File: src/rtl/pwm_bank.sv
// pwm_bank: multi-channel PWM generator with one shared up/down counter.
// Duty, period and mode are double-buffered and swap in at period start.
module pwm_bank #(
  parameter int NCH            = 8,
  parameter int CW             = 7,
  parameter int DEFAULT_PERIOD = 99,
  parameter int SW             = (NCH > 1) ? $clog2(NCH) : 1
) (
  input  logic           clk,
  input  logic           rst_n,
  input  logic           cfg_wr,
  input  logic [SW-1:0]  cfg_sel,
  input  logic [CW-1:0]  cfg_duty,
  input  logic           per_wr,
  input  logic [CW-1:0]  per_in,
  input  logic           mode_in,
  input  logic [NCH-1:0] enable,
  input  logic [NCH-1:0] invert,
  output logic [NCH-1:0] pwm_out,
  output logic           period_start
);

  localparam logic [CW-1:0] ONE   = CW'(1);
  localparam logic [CW-1:0] DEF_P = CW'(DEFAULT_PERIOD);
  localparam logic [SW:0]   NCH_W = (SW+1)'(NCH);

  logic [CW-1:0]  count;
  logic [CW-1:0]  cnt_nxt;
  logic           dir;
  logic           dir_nxt;
  logic           boundary;
  logic           p_zero;
  logic           sel_ok;

  logic [CW-1:0]  duty_sh  [NCH];
  logic [CW-1:0]  duty_act [NCH];
  logic [CW-1:0]  duty_nxt [NCH];
  logic [CW-1:0]  per_sh;
  logic [CW-1:0]  per_act;
  logic           mode_sh;
  logic           mode_act;
  logic [NCH-1:0] pwm_nxt;

  assign p_zero = (per_act == '0);
  assign sel_ok = ({1'b0, cfg_sel} < NCH_W);

  // Next counter state and boundary detection for the active mode.
  always_comb begin
    boundary = 1'b0;
    cnt_nxt  = count;
    dir_nxt  = dir;
    unique case (1'b1)
      p_zero: begin
        boundary = 1'b1;
        cnt_nxt  = '0;
        dir_nxt  = 1'b0;
      end
      (!p_zero && !mode_act): begin
        dir_nxt = 1'b0;
        if (count >= per_act) begin
          boundary = 1'b1;
          cnt_nxt  = '0;
        end else begin
          cnt_nxt = count + ONE;
        end
      end
      (!p_zero && mode_act && !dir): begin
        if (count >= per_act - ONE) begin
          dir_nxt = 1'b1;
        end else begin
          cnt_nxt = count + ONE;
        end
      end
      (!p_zero && mode_act && dir): begin
        if (count == '0) begin
          boundary = 1'b1;
          cnt_nxt  = '0;
          dir_nxt  = 1'b0;
        end else begin
          cnt_nxt = count - ONE;
        end
      end
      default: begin
        cnt_nxt = count;
      end
    endcase
  end

  // Compare next count against next actives so outputs align with count.
  always_comb begin
    for (int i = 0; i < NCH; i++) begin
      duty_nxt[i] = boundary ? duty_sh[i] : duty_act[i];
      pwm_nxt[i]  = enable[i]
                  ? ((cnt_nxt < duty_nxt[i]) ^ invert[i])
                  : invert[i];
    end
  end

  // Shadow registers, written any time by the config strobes.
  always_ff @(posedge clk or negedge rst_n) begin
    if (!rst_n) begin
      per_sh  <= DEF_P;
      mode_sh <= 1'b0;
      for (int i = 0; i < NCH; i++) begin
        duty_sh[i] <= '0;
      end
    end else begin
      if (per_wr) begin
        per_sh  <= per_in;
        mode_sh <= mode_in;
      end
      for (int i = 0; i < NCH; i++) begin
        if (cfg_wr && sel_ok && (cfg_sel == SW'(i))) begin
          duty_sh[i] <= cfg_duty;
        end
      end
    end
  end

  // Counter, actives (loaded at boundary) and registered outputs.
  always_ff @(posedge clk or negedge rst_n) begin
    if (!rst_n) begin
      count        <= '0;
      dir          <= 1'b0;
      per_act      <= DEF_P;
      mode_act     <= 1'b0;
      pwm_out      <= '0;
      period_start <= 1'b0;
      for (int i = 0; i < NCH; i++) begin
        duty_act[i] <= '0;
      end
    end else begin
      count        <= cnt_nxt;
      dir          <= dir_nxt;
      pwm_out      <= pwm_nxt;
      period_start <= boundary;
      if (boundary) begin
        per_act  <= per_sh;
        mode_act <= mode_sh;
      end
      for (int i = 0; i < NCH; i++) begin
        duty_act[i] <= duty_nxt[i];
      end
    end
  end

endmodule

File: config.mk
export PLATFORM = sky130hd
export DESIGN_NAME = pwm_bank
export DESIGN_NICKNAME = d
export VERILOG_FILES = /design/src/rtl/pwm_bank.sv
export SDC_FILE = /design/constraint.sdc
export NUM_CORES = 1
export LEC_CHECK = 0
export ABC_AREA = 1
export CAP_MARGIN = 0
export CORE_UTILIZATION = 45
export CTS_BUF_LIST = sky130_fd_sc_hd__clkbuf_8
export DETAILED_ROUTE_END_ITERATION = 10
export SYNTH_ARGS = -nofsm -noshare
export SYNTH_HDL_FRONTEND = slang
export SYNTH_SLANG_ARGS = --single-unit
File: constraint.sdc
create_clock -name clk -period 3.84 [get_ports clk]
set_input_delay 0.768 -clock clk [delete_from_list [all_inputs] [get_ports clk]]
set_output_delay 0.768 -clock clk [all_outputs]
set_load 0.01 [all_outputs]
==> results of run 1 <==
-- placed cells by master, fill, tap and decap left out, types with 3 or more instances in the layout --
master,n
clkdlybuf4s50_1,45
clkbuf_8,20
nand2_1,248
dfstp_2,8
nand3_1,28
inv_1,156
clkinvlp_4,4
buf_4,14
o221ai_1,4
nor3_1,3
buf_12,3
xor2_1,9
o21ai_1,37
a31oi_1,7
nor2_1,33
nand4_1,10
clkinv_2,4
o21ai_0,66
nand2_2,17
mux2_2,7
o21ai_2,10
ha_1,67
a21oi_1,18
dfrtp_1,137
-- final timing paths --
path                       depth (start not counted)  slack, ps           end   startpoint
min in group clk                                   2        480   duty_sh[55]  duty_sh[55]
max in group asynchronous                          2       2660   duty_sh[35]        rst_n
hold / removal                                     1        340  duty_act[33]        rst_n
hold reg to reg                                    2        480   duty_sh[55]  duty_sh[55]
setup reg to reg                                  22        340    pwm_out[4]   per_act[0]
setup / recovery                                  22        340    pwm_out[4]   per_act[0]
-- cell families after synthesis --
logic type	count (synthesis)
mux	7
simple gates	348
fa+ha+maj	67
xor+xnor	11
compound gates	149
flops	145
buf+inv	179
-- stage by stage --
| stage | power, W | worst slack, ps | util, % | hold WS [ps] |
|---|---|---|---|---|
| after floorplan | 0.00573 | 370 | - | 449 |
| after global placement | 0.00695 | 301 | 50.9 | 465 |
| after detailed placement | 0.00703 | 207 | 50.9 | 472 |
| after CTS | 0.00826 | 189 | 53.3 | 366 |
| after global routing | 0.00916 | 25.2 | 53.4 | 383 |
| final | 0.00821 | 342 | 53.4 | 337 |
-- worst register-to-register path, stage by stage (launching register included) --
cell,delay [ps]
dfstp_2,540
inv_1,90
ha_1,250
nand3_1,110
xor2_1,170
ha_1,260
nand2_1,110
inv_2,40
nand2_1,60
nand2_1,60
a21oi_2,160
a31oi_2,190
o221ai_2,200
buf_6,220
ha_1,290
nand2_1,80
nand2_1,50
nor2_1,80
nand2_1,50
a31oi_1,180
nand3_1,100
nand2_1,70
inv_1,30
-- registers in the layout, summed over array words and instances (netlist names) --
signal	flops
duty_act	56
duty_sh	56
pwm_out	8
count	7
per_act	7
per_sh	7
dir	1
mode_act	1
mode_sh	1
period_start	1
-- power breakdown --
| group | internal [W] | switching, W | total, W |
|---|---|---|---|
| Clock | 0.000619 | 0.000577 | 0.00120 |
| Sequential | 0.00209 | 0.000238 | 0.00233 |
| Combinational | 0.00180 | 0.00289 | 0.00469 |
| Total | 0.00451 | 0.00370 | 0.00821 |
-- cells in the mapped netlist --
| cell | n | area [µm²] |
|---|---|---|
| nor2_1 | 33 | 124 |
| nand2_2 | 18 | 113 |
| clkbuf_1 | 9 | 33.8 |
| nor3_1 | 3 | 15.0 |
| nand3_1 | 28 | 140 |
| buf_6 | 1 | 11.3 |
| inv_1 | 154 | 578 |
| inv_2 | 2 | 7.51 |
| a31oi_1 | 8 | 50.1 |
| nand4_1 | 10 | 62.6 |
| buf_8 | 1 | 15.0 |
| a31oi_4 | 1 | 21.3 |
| o211a_1 | 1 | 10.0 |
| o211ai_1 | 1 | 7.51 |
| nand3b_1 | 2 | 15.0 |
| dfrtp_1 | 137 | 3430 |
| nor2_4 | 2 | 22.5 |
| ha_1 | 67 | 838 |
| nor4_1 | 1 | 6.26 |
| dfstp_2 | 8 | 210 |
| buf_2 | 12 | 60.1 |
| xnor2_1 | 2 | 17.5 |
| nand3_2 | 1 | 10.0 |
| nand2_4 | 1 | 11.3 |
| a21o_1 | 1 | 7.51 |
| nand2_1 | 248 | 931 |
| xor2_1 | 9 | 78.8 |
| a21oi_1 | 19 | 95.1 |
| o21ai_1 | 36 | 180 |
| o221ai_1 | 5 | 43.8 |
| or2_2 | 1 | 6.26 |
| o21ai_2 | 10 | 87.6 |
| o21ai_0 | 67 | 335 |
| mux2_2 | 7 | 78.8 |
-- metal layers --
layer | vias to the layer above | wire length (µm)
met5 | - | 0
met4 | 0 | 250
met3 | 18 | 433
met2 | 69 | 7040
met1 | 2673 | 8460
li1 | 2990 | -
-- cell type report --
class / count / share of cell area [%]
clock buffers: 20 / 3.11
clock inverters: 12 / 1.33
inverters: 156 / 6.61
multi-input cells: 582 / 37.6
flip-flops and latches: 145 / 41.1
well taps: 220 / 3.11
repair buffers: 64 / 7.20
-- repair_timing --
action                     in CTS  in global routing
resized for setup               0                  6
setup buffers                   0                  0
setup endpoints to repair       0                  8
==> flow_summary_export.csv, run 1 <==
group,metric,value,unit
yosys,synth-xor-area-share,1.26,%
yosys,yosysUniqueCellTypes,34,
finish,multiInputGateArea,3330,µm²
critical_path,cp_num_buf_inv,4,
timing,relSlewSlack,51.3,%
finish,antenna_cells,0,
critical_path,crit_type,"flop to flop",
yosys,yosysWarningCount,0,
finish,seq_area,3640,µm²
route,drt_iter0_drc,270,
critical_path,worstPathCellList,"inv_1 -> ha_1 -> nand3_1 -> xor2_1 -> ha_1 -> nand2_1 -> inv_2 -> nand2_1 -> nand2_1 -> a21oi_2 -> a31oi_2 -> o221ai_2 -> buf_6 -> ha_1 -> nand2_1 -> nand2_1 -> nor2_1 -> nand2_1 -> a31oi_1 -> nand3_1 -> nand2_1 -> inv_1",
route,first_pass_iters,4,
global_route,grt-busiest-layer,"met2",
yosys,muxShareOfSynthArea,1.03,%
global_route,use_met3,4.04,%
global_route,antenna_found_initial,0,
route,postRouteWirelength,16200,µm
clocking,root_buffer,"clkbuf_8",
min_path,worst_hold_path_type,"input port to asynchronous set/reset pin",
floorplanning,io_pins,47,
route,detail_route.vias_per_cell,4.80,
yosys,synthAdderAreaFrac,11.0,%
route,postRouteAntennaNets,0,
power_and_ir_drop,p_per_area,927,nW/µm²
place,place_area,8440,µm²
critical_path,crit_arrival,3840,ps
clocking,ctsLongestPathBuffers,2,
global_route,use_met2,30.8,%
floorplanning,coreArea,16600,µm²
clocking,ctsHoldBuffers,0,
power_and_ir_drop,peakVddDrop,0.000430,V
power_and_ir_drop,leakage,4.55,nW
timing,setup_viol,0,
finish,final_nets,1071,
critical_path,crit_fanout,9,
timing,worst_pin_slew,731,ps
clocking,clk_latency,460,ps
timing,rsz0062_at_grt,"no",
finish,fillerInstances,1612,
timing,drv_slew,0,
finish,area_delta_synth_final,15.8,%
timing,fin_skew,13.1,ps
timing,fmax,286,MHz
floorplanning,start_util,46.1,%
critical_path,startpoint_type,"flop",
yosys,synthCells,906,
place,placedCellCount,1167,
yosys,avgSynthCellArea,8.45,µm²
critical_path,critical_path.max_stage_delay,540,ps
floorplanning,fp.dieW,132,µm
status,status,"finished, final reports clean",
finish,final_area,8860,µm²
timing,min_period_over_period,91.1,%
yosys,synth-simple-area-share,19.0,%
route,drc,0,
floorplanning,row_count,47,
critical_path,path_delay_family,"adder cells",
flow_run,maxCapViolCount,0,
yosys,synth_compound_area_share,11.0,%
place,numPortBuffers,46,
finish,drive_gt1_share,10.5,%
timing,period_minus_slack,3500,ps
timing,hold_violations,0,
critical_path,worstPathRequired,4190,ps
yosys,synth_area,7650,µm²
global_route,gr-total-overflow,0,
global_route,grt_pass1_vias,5474,
critical_path,cp_common_cell,"nand2_1",
critical_path,cpMaxStageDelayCell,"dfstp_2",
critical_path,worstSetupEndpointType,"flop",
yosys,yosysSeqAreaShare,47.5,%
yosys,synth_top_family_by_area,"simple AND/OR/NAND/NOR gates",
route,wl_per_cell,13.5,µm
place,detailed_place_hpwl,11100,µm
timing,setup_tns,0,ps
global_route,met1_usage,28.9,%
route,vias,5750,
yosys,synth_seq_cells,145,
clocking,cts-buffers-inserted,17,
floorplanning,die-area,17500,µm²
yosys,synth.net_count,1011,
global_route,grt_pass1_wl,27300,µm
clocking,clock_sinks,145,
global_route,grt_usage,20.2,%
global_route,grt_max_degree,77,
clocking,clk_pin_slew,90,ps
place,gp_congestion,0.856,
floorplanning,die_y,132,µm
finish,fin_cells,1199,
clocking,htreeDepth,4,
clocking,cts_tree,"yes",
Note: power is estimated with default switching activity, not from simulation.
==> inputs of run 2 (changes only) <==
--- a/config.mk
+++ b/config.mk
@@ -10,6 +10,7 @@
 export CORE_UTILIZATION = 45
 export CTS_BUF_LIST = sky130_fd_sc_hd__clkbuf_8
 export DETAILED_ROUTE_END_ITERATION = 10
+export PLACE_DENSITY = 0.66
 export SYNTH_ARGS = -nofsm -noshare
 export SYNTH_HDL_FRONTEND = slang
 export SYNTH_SLANG_ARGS = --single-unit
==> constraint.sdc (replaced) <==
create_clock -name clk -period 2.91 [get_ports clk]
set_input_delay 0.582 -clock clk [delete_from_list [all_inputs] [get_ports clk]]
set_output_delay 0.582 -clock clk [all_outputs]
set_load 0.01 [all_outputs]
==> flow_summary_export.csv, run 2 (synthesis results as in run 1) <==
group,metric,value,unit
status,status,"finished, violations left",
status,violations,"negative setup slack",
timing,fin_skew,7.84,ps
finish,mostFrequentLayoutCells,"236 x nand2_1, 153 x inv_1, 137 x dfrtp_1",
route,postRouteAntennaNets,0,
route,vias,6145,
global_route,grt_usage,21.4,%
clocking,cts-buffers-inserted,17,
power_and_ir_drop,p_per_area,1340,nW/µm²
floorplanning,fp.dieW,132,µm
floorplanning,die-area,17500,µm²
global_route,gr-total-overflow,0,
clocking,clock_sinks,145,
global_route,grt_max_degree,65,
finish,drive_gt1_share,21.1,%
flow_run,maxCapViolCount,0,
timing,worst_pin_slew,625,ps
critical_path,crit_arrival,3690,ps
critical_path,worstPathRequired,3270,ps
clocking,ctsLongestPathBuffers,2,
finish,top_regs,"duty_act: 56 flops, duty_sh: 56 flops, pwm_out: 8 flops",
timing,rsz0062_at_grt,"yes",
timing,relSlewSlack,58.3,%
critical_path,worstSetupEndpointType,"flop",
critical_path,startpoint_type,"flop",
clocking,htreeDepth,4,
floorplanning,row_count,47,
finish,fin_cells,1262,
floorplanning,io_pins,47,
floorplanning,die_y,132,µm
power_and_ir_drop,leakage,4.91,nW
critical_path,crit_fanout,5,
route,drt_iter0_drc,298,
min_path,worst_hold_path_type,"input port to asynchronous set/reset pin",
route,postRouteWirelength,17400,µm
finish,final_nets,1134,
route,first_pass_iters,4,
floorplanning,coreArea,16600,µm²
power_and_ir_drop,peakVddDrop,0.000551,V
place,placedCellCount,1222,
timing,period_minus_slack,3320,ps
timing,fin_ws,-414,ps
finish,antenna_cells,0,
route,detail_route.vias_per_cell,4.87,
floorplanning,start_util,46.1,%
timing,setup_viol,8,
place,detailed_place_hpwl,11900,µm
clocking,cts_tree,"yes",
finish,final_common_cell,"nand2_1",
global_route,grt_pass1_wl,29300,µm
finish,area_delta_synth_final,30.0,%
clocking,root_buffer,"clkbuf_8",
route,wl_per_cell,13.8,µm
global_route,grt_pass1_vias,6053,
timing,drv_slew,0,
clocking,clk_latency,460,ps
finish,final_area,9950,µm²
timing,fmax,301,MHz
clocking,ctsHoldBuffers,0,
place,gp_congestion,0.807,
critical_path,crit_type,"flop to flop",
place,numPortBuffers,46,
timing,hold_violations,0,
route,drc,0,
place,place_area,8960,µm²
power_and_ir_drop,p_total,0.0133,W
global_route,antenna_found_initial,0,
timing,min_period_over_period,114,%
clocking,clk_pin_slew,80,ps
run 2: per-stage QoR:
stage	hold WS [ps]	setup slack [ps]	setup TNS, ps	utilization [%]
finish	113	-414	-3030	60.0
global route	136	-601	-4590	60.0
CTS	103	-404	-2990	58.5
detailed placement	473	-552	-3930	54.1
global placement	466	-457	-3480	54.1
floorplan	286	-178	-1410	-
run 2: layer usage:
metal  global-route usage, %  wire length [µm]
met2                    34.1              8240
met4                    7.66               346
met3                    4.04               565
met1                    29.1              8270
met5                       0                 0
run 2: critical path, stage by stage, from the launching register on:
cell and delay [ps]:
dfstp_2 560, inv_4 50, ha_4 170, nand3_2 70, xor2_1 160, ha_1 280, nand2_2 100, inv_2 40
nand2_2 50, nand2_2 50, a21oi_4 170, a31oi_4 170, o221ai_4 270, buf_12 200, ha_4 220, nand2_2 50
nand2_1 40, nor2_1 90, nand2_1 60, a31oi_1 200, nand3_1 100, nand2_1 80, inv_1 30
run 2: final cells by class:
class | instances | area (µm²)
Fill cell | 1405 | 6630
Multi-Input combinational cell | 582 | 3780
Sequential cell | 145 | 3640
Timing Repair Buffer | 127 | 1220
Inverter | 156 | 588
Tap cell | 220 | 275
Clock buffer | 17 | 234
Clock inverter | 15 | 216
run 2: final timing paths:
| path | cells after the start | slack, ps | startpoint | to |
|---|---|---|---|---|
| max | 22 | -410 | per_act[0] | pwm_out[6] |
| min | 1 | 110 | rst_n | per_act[4] |
| max reg2reg | 22 | -410 | per_act[0] | pwm_out[6] |
| min reg2reg | 2 | 490 | duty_sh[39] | duty_sh[39] |
| max in group asynchronous | 2 | 2110 | rst_n | per_act[0] |
| min in group clk | 2 | 490 | duty_sh[39] | duty_sh[39] |
run 2: power by group:
part | switching (W) | internal, W | leakage (nW) | total (W)
combinational | 0.00463 | 0.00384 | 2.96 | 0.00847
sequential | 0.000303 | 0.00276 | 1.74 | 0.00307
clock | 0.000798 | 0.00101 | 0.219 | 0.00181
total | 0.00573 | 0.00762 | 4.91 | 0.0133
run 2: what timing repair did:
item,4_1_cts,5_1_grt
resized for setup,30,33
pin swaps,12,35
cloned,0,1
setup endpoints to repair,8,8
setup buffers,4,3
